$ cat src/rtl/matrix_operand_loader_pkg.sv
// Shared types and constants for the matrix operand loader and its address generator.
package matrix_operand_loader_pkg;

  typedef enum logic [2:0] {
    IDLE,
    ISSUE,
    DRAIN,
    EMIT,
    DONE
  } state_e;

  // Packing slot order inside a beat; also the issue order within ISSUE (k).
  localparam logic [1:0] SLOT_A0 = 2'd0;
  localparam logic [1:0] SLOT_A1 = 2'd1;
  localparam logic [1:0] SLOT_B0 = 2'd2;
  localparam logic [1:0] SLOT_B1 = 2'd3;

  function automatic int beat_count(input int n);
    return (n * n) / 2;
  endfunction

endpackage

$ cat src/rtl/matrix_operand_loader_if.sv
// RAM read port plus beat output port of the operand loader.
interface matrix_operand_loader_if #(
  parameter int WIDTH        = 8,
  parameter int NUM_ELEMENTS = 4,
  parameter int ADDR_WIDTH   = 8
);
  logic                          mem_rd;
  logic [ADDR_WIDTH-1:0]         mem_addr;
  logic [WIDTH-1:0]              mem_rdata;
  logic                          out_ready;
  logic                          read_en;
  logic [NUM_ELEMENTS*WIDTH-1:0] rdata;

  modport master (
    output mem_rd, mem_addr, read_en, rdata,
    input  mem_rdata, out_ready
  );

  modport slave (
    input  mem_rd, mem_addr, read_en, rdata,
    output mem_rdata, out_ready
  );
endinterface

$ cat src/rtl/matrix_operand_loader_addr_gen.sv
// Row-major element address: base + (r + row_ofs)*N + c, wrapping at 2^ADDR_WIDTH.
module operand_addr_gen
  import matrix_operand_loader_pkg::*;
#(
  parameter int ADDR_WIDTH   = 8,
  parameter int MATRIX_WIDTH = 4,
  localparam int RW          = $clog2(MATRIX_WIDTH)
) (
  input  logic [RW-1:0]         r_i,
  input  logic [RW-1:0]         c_i,
  input  logic [1:0]            k_i,
  input  logic [ADDR_WIDTH-1:0] a_base_i,
  input  logic [ADDR_WIDTH-1:0] b_base_i,
  output logic [ADDR_WIDTH-1:0] addr_o
);
  logic                  sel_b;
  logic                  odd_row;
  logic [ADDR_WIDTH-1:0] base;
  logic [ADDR_WIDTH-1:0] row;

  assign sel_b   = (k_i == SLOT_B0) || (k_i == SLOT_B1);
  assign odd_row = (k_i == SLOT_A1) || (k_i == SLOT_B1);
  assign base    = sel_b ? b_base_i : a_base_i;
  assign row     = ADDR_WIDTH'(r_i) + ADDR_WIDTH'(odd_row);
  assign addr_o  = base + row * ADDR_WIDTH'(MATRIX_WIDTH) + ADDR_WIDTH'(c_i);
endmodule

$ cat src/rtl/matrix_operand_loader.sv
// Reads A and B from word RAM and emits 4-element beats {A[r][c],A[r+1][c],B[r][c],B[r+1][c]},
// column-outer / row-pair-inner, with out_ready back-pressure.
module matrix_operand_loader
  import matrix_operand_loader_pkg::*;
#(
  parameter int WIDTH        = 8,
  parameter int MATRIX_WIDTH = 4,
  parameter int NUM_ELEMENTS = 4,
  parameter int ADDR_WIDTH   = 8,
  parameter int A_BASE       = 0,
  parameter int B_BASE       = 16
) (
  input  logic                      clk,
  input  logic                      reset,
  input  logic                      start_i,
  output logic                      busy_o,
  output logic                      done_o,
  matrix_operand_loader_if.master   bus
);
  localparam int RW    = $clog2(MATRIX_WIDTH);
  localparam int BEATS = beat_count(MATRIX_WIDTH);
  localparam int BW    = $clog2(BEATS + 1);

  localparam logic [RW-1:0]         R_LAST = RW'(MATRIX_WIDTH - 2);
  localparam logic [BW-1:0]         B_LAST = BW'(BEATS - 1);
  localparam logic [ADDR_WIDTH-1:0] A_ADDR = ADDR_WIDTH'(A_BASE);
  localparam logic [ADDR_WIDTH-1:0] B_ADDR = ADDR_WIDTH'(B_BASE);

  state_e                             state_q, state_d;
  logic [RW-1:0]                      r_q, r_d;
  logic [RW-1:0]                      c_q, c_d;
  logic [1:0]                         k_q, k_d;
  logic [BW-1:0]                      beat_q, beat_d;
  logic [NUM_ELEMENTS-1:0][WIDTH-1:0] slot_q, slot_d;
  logic [ADDR_WIDTH-1:0]              gen_addr;

  operand_addr_gen #(
    .ADDR_WIDTH   (ADDR_WIDTH),
    .MATRIX_WIDTH (MATRIX_WIDTH)
  ) u_addr_gen (
    .r_i      (r_q),
    .c_i      (c_q),
    .k_i      (k_q),
    .a_base_i (A_ADDR),
    .b_base_i (B_ADDR),
    .addr_o   (gen_addr)
  );

  always_ff @(posedge clk) begin
    if (reset) begin
      state_q <= IDLE;
      r_q     <= '0;
      c_q     <= '0;
      k_q     <= '0;
      beat_q  <= '0;
      slot_q  <= '0;
    end else begin
      state_q <= state_d;
      r_q     <= r_d;
      c_q     <= c_d;
      k_q     <= k_d;
      beat_q  <= beat_d;
      slot_q  <= slot_d;
    end
  end

  always_comb begin
    state_d = state_q;
    r_d     = r_q;
    c_d     = c_q;
    k_d     = k_q;
    beat_d  = beat_q;
    slot_d  = slot_q;
    unique case (state_q)
      IDLE: begin
        if (start_i) begin
          state_d = ISSUE;
          r_d     = '0;
          c_d     = '0;
          k_d     = '0;
          beat_d  = '0;
        end
      end
      ISSUE: begin
        // RAM answers one cycle late, so this cycle's data belongs to the previous issue.
        if (k_q != SLOT_A0) slot_d[k_q - 2'd1] = bus.mem_rdata;
        k_d = k_q + 2'd1;
        if (k_q == SLOT_B1) state_d = DRAIN;
      end
      DRAIN: begin
        slot_d[SLOT_B1] = bus.mem_rdata;
        state_d         = EMIT;
      end
      EMIT: begin
        if (bus.out_ready) begin
          beat_d = beat_q + 1'b1;
          if (beat_q == B_LAST) begin
            state_d = DONE;
          end else begin
            state_d = ISSUE;
            k_d     = '0;
            if (r_q == R_LAST) begin
              r_d = '0;
              c_d = c_q + 1'b1;
            end else begin
              r_d = r_q + RW'(2);
            end
          end
        end
      end
      DONE:    state_d = IDLE;
      default: state_d = IDLE;
    endcase
  end

  // busy is already low while done pulses, so the controller sees a clean hand-back.
  assign busy_o       = (state_q == ISSUE) || (state_q == DRAIN) || (state_q == EMIT);
  assign done_o       = (state_q == DONE);
  assign bus.mem_rd   = (state_q == ISSUE);
  assign bus.mem_addr = bus.mem_rd ? gen_addr : '0;
  assign bus.read_en  = (state_q == EMIT) && bus.out_ready;
  assign bus.rdata    = {slot_q[SLOT_A0], slot_q[SLOT_A1], slot_q[SLOT_B0], slot_q[SLOT_B1]};

endmodule

$ cat src/flat_wrapper.sv
// flat-port wrapper written by rule: the top's interface ports become plain ports
module matrix_operand_loader_flat import matrix_operand_loader_pkg::*;
#(
  parameter int WIDTH        = 8,
  parameter int MATRIX_WIDTH = 4,
  parameter int NUM_ELEMENTS = 4,
  parameter int ADDR_WIDTH   = 8,
  parameter int A_BASE       = 0,
  parameter int B_BASE       = 16
)
  (clk, reset, start_i, busy_o, done_o, bus_mem_rd, bus_mem_addr, bus_read_en, bus_rdata, bus_mem_rdata, bus_out_ready);
  matrix_operand_loader_if #(.WIDTH(WIDTH), .NUM_ELEMENTS(NUM_ELEMENTS), .ADDR_WIDTH(ADDR_WIDTH)) bus_i ();
  input  logic clk;
  input  logic reset;
  input  logic start_i;
  output logic busy_o;
  output logic done_o;
  output wire logic [$bits(bus_i.mem_rd)-1:0] bus_mem_rd;
  output wire logic [$bits(bus_i.mem_addr)-1:0] bus_mem_addr;
  output wire logic [$bits(bus_i.read_en)-1:0] bus_read_en;
  output wire logic [$bits(bus_i.rdata)-1:0] bus_rdata;
  input wire logic [$bits(bus_i.mem_rdata)-1:0] bus_mem_rdata;
  input wire logic [$bits(bus_i.out_ready)-1:0] bus_out_ready;
  assign bus_mem_rd = bus_i.mem_rd;
  assign bus_mem_addr = bus_i.mem_addr;
  assign bus_read_en = bus_i.read_en;
  assign bus_rdata = bus_i.rdata;
  assign bus_i.mem_rdata = bus_mem_rdata;
  assign bus_i.out_ready = bus_out_ready;
  matrix_operand_loader #(.WIDTH(WIDTH), .MATRIX_WIDTH(MATRIX_WIDTH), .NUM_ELEMENTS(NUM_ELEMENTS), .ADDR_WIDTH(ADDR_WIDTH), .A_BASE(A_BASE), .B_BASE(B_BASE)) u_core (.clk(clk), .reset(reset), .start_i(start_i), .busy_o(busy_o), .done_o(done_o), .bus(bus_i));
endmodule
$ cat config.mk
export PLATFORM = sky130hd
export DESIGN_NAME = matrix_operand_loader_flat
export DESIGN_NICKNAME = d
export VERILOG_FILES = /design/src/rtl/matrix_operand_loader_pkg.sv /design/src/rtl/matrix_operand_loader_if.sv /design/src/rtl/matrix_operand_loader_addr_gen.sv /design/src/rtl/matrix_operand_loader.sv /design/src/flat_wrapper.sv
export SDC_FILE = /design/constraint.sdc
export NUM_CORES = 1
export LEC_CHECK = 0
export BUFFER_PORTS_ARGS = -buffer_cell sky130_fd_sc_hd__buf_2
export CAP_MARGIN = 30
export CORE_ASPECT_RATIO = 1.4
export CORE_MARGIN = 2
export CORE_UTILIZATION = 45
export DETAILED_ROUTE_END_ITERATION = 10
export PLACE_DENSITY = 0.7
export SLEW_MARGIN = 20
export SYNTH_ARGS = -nofsm -noshare
export SYNTH_HDL_FRONTEND = slang
export SYNTH_SLANG_ARGS = --single-unit
export TNS_END_PERCENT = 1
$ cat constraint.sdc
create_clock -name clk -period 5.7 [get_ports clk]
set_clock_uncertainty 0.1 [all_clocks]
set_input_delay 0.57 -clock clk [delete_from_list [all_inputs] [get_ports clk]]
set_output_delay 0.57 -clock clk [all_outputs]
set_load 0.02 [all_outputs]
==> impl_metrics.ini <==
[cells_and_area]
final_cell_mix = buf_2, dfxtp_1, a21oi_1
syn2layout_area_growth_pct = 19.4
drive_gt1_share_pct = 23.7
seqCellArea_sq_um = 881
layout_commonest_cell = buf_2
multiInputGateArea_sq_um = 998
final_nets = 293
diodes = 0
num-fill-cells = 413
post-route-util_pct = 56.0

[global_routing]
grt_start_max_net_pins = 45
antenna_found_initial = 0
grt-ovfl-total = 0
grt_pass1_wl_um = 7710
grt_usage_pct = 20.4
first_global_vias = 1662

[sta]
slew_headroom_pct = 47.8
setup_viol = 0
drv_slew = 0
tightest_slew_ns = 0.783
worst_hold_slack_ns = 0.376
setup_tns_ns = 0
fmax_mhz = 373
hold_viol_final = 0
rsz0062_at_grt = false
timing.final.ws_setup_ns = 3.02
period_share_pct = 47.0
finalCriticalPeriod_ns = 2.68

[clock_tree]
h-tree-depth = 2
ctsResizeCount = 0
cts.sinks = 44
tritoncts = yes
insertion_delay_ns = 0.29
numCtsBuffers = 5
postCtsSetupBuffers = 0
hold_buffers = 0
root_buffer = clkbuf_8
clk_pin_slew_ns = 0.08
clk_path_buf_depth = 2

[logic_synthesis]
syn_inst = 228
ys_seq_area_share_pct = 44.3
syn-cell-area_sq_mm = 0.00199
avgSynthCellArea_sq_um = 8.72
synth-seq-cells = 44
synth_warnings = 0
synth_cell_types = 34

[critical_path]
r2r_slack_ns = 3.71
required_ns = 5.03
arrival_ns = 2.01
worstSetupStartpointType = flip-flop
path_class = reg2out
crit_fanout = 9
end_kind = output port

[power]
leakagePower_nw = 0.987
worst_ir_drop_vdd_mv = 0.189
total_power_w = 0.000588
pwr_density_cell_mw_per_mm2 = 247

[die]
ios = 56
core_area_sq_mm = 0.00424
start_util_pct = 46.9
die_area_sq_mm = 0.00497
die_w_um = 60.2
rows = 28
fp.dieH_um = 82.6

[drt]
wl_per_cell_um = 13.9
routed_wirelength_um = 4630
drcViolationCount = 0
vias = 1779
via_per_inst = 5.33
dr.pass1.iters = 4
ant_nets = 0
drt_first_iter_violations = 132

[placed_design]
gp_congestion = 0.791
placement.io_buffers = 52
dpl.hpwl_um = 3270
pre_cts_slack_ns = 3.33

[run_status]
status = complete, no violations

[min_path]
hp-class = reg2reg

[flow_run]
cap_violations = 0
[stage by stage]
| stage | instances | area (sq um) |
|---|---|---|
| 6_report | 334 | 2370 |
| 5_1_grt | 334 | 2370 |
| 4_1_cts | 334 | 2370 |
| 3_5_place_dp | 326 | 2270 |
| 3_3_place_gp | 325 | 2260 |
| 2_1_floorplan | 230 | 2000 |
[per-layer routing]
layer	routed length (um)	vias to the layer above	GRT usage, %
li1	-	900	-
met1	1990	821	24.5
met2	2300	48	33.8
met3	237	10	4.98
met4	110	0	9.56
met5	0	-	0
[final cells by class]
class | instances | share of cell area (%)
tap | 60 | 3.16
inverter | 9 | 1.42
clock buffer | 6 | 3.06
clock inverter | 2 | 1.48
multi-input combinational | 159 | 42.0
timing repair buffer | 54 | 11.7
sequential | 44 | 37.1
[registers in the layout, summed over array words and instances, names as in the netlist]
name	cells
u_core.k_q	2
u_core.c_q	2
u_core.beat_q	4
u_core.r_q	1
u_core.bus.rdata	32
u_core.state_q	3
[Yosys cell counts]
master | n | area (sq um)
dfxtp_1 | 44 | 881
a21oi_1 | 30 | 150
nand3_1 | 28 | 140
o21ai_0 | 21 | 105
nor2_1 | 13 | 48.8
clkbuf_1 | 10 | 37.5
inv_1 | 9 | 33.8
ha_1 | 8 | 100
mux2i_1 | 8 | 80.1
nand2_1 | 8 | 30.0
and2_1 | 6 | 37.5
a311oi_1 | 4 | 35.0
buf_2 | 4 | 20.0
nor3_1 | 4 | 20.0
and3b_1 | 3 | 26.3
buf_4 | 3 | 22.5
o21ai_1 | 3 | 15.0
a211oi_1 | 2 | 15.0
a31oi_1 | 2 | 12.5
o211ai_1 | 2 | 15.0
o22ai_1 | 2 | 12.5
or4_1 | 2 | 15.0
a2111oi_0 | 1 | 8.76
a41oi_1 | 1 | 8.76
buf_6 | 1 | 11.3
conb_1 | 1 | 3.75
nand2b_1 | 1 | 6.26
nand3b_1 | 1 | 7.51
nand4b_4 | 1 | 23.8
nor3b_1 | 1 | 7.51
nor3b_4 | 1 | 18.8
nor4b_2 | 1 | 15.0
or4b_1 | 1 | 10.0
or4b_4 | 1 | 13.8
[power by group]
| part | switching (W) | internal (W) |
|---|---|---|
| Combinational | 0.0000300 | 0.0000126 |
| Clock | 0.000102 | 0.000130 |
| Sequential | 0.00000370 | 0.000309 |
| Total | 0.000136 | 0.000452 |
[critical path: stages, from the launching register on]
cell     delay (ns)
dfxtp_1        0.45
inv_1          0.10
ha_1           0.30
inv_1          0.22
nand2_1        0.09
ha_1           0.28
and2_1         0.13
buf_2          0.15
[cells by family after synthesis]
group,synth area share (%)
buffers and inverters,6.29
multiplexers,4.03
AND/OR/NAND/NOR,21.1
adder cells (fa/ha/maj),5.03
flip-flops,44.3
other,0.189
AO/OA/AOI/OAI,19.0
[worst paths after layout]
path | startpoint | end | cells past startpoint
setup / recovery | u_core.k_q[0] | bus_mem_addr[4] | 7
hold / removal | u_core.bus.rdata[30] | u_core.bus.rdata[30] | 2
setup reg to reg | u_core.k_q[0] | u_core.bus.rdata[24] | 6
hold reg to reg | u_core.bus.rdata[30] | u_core.bus.rdata[30] | 2
(Power assumes the default switching activity.)
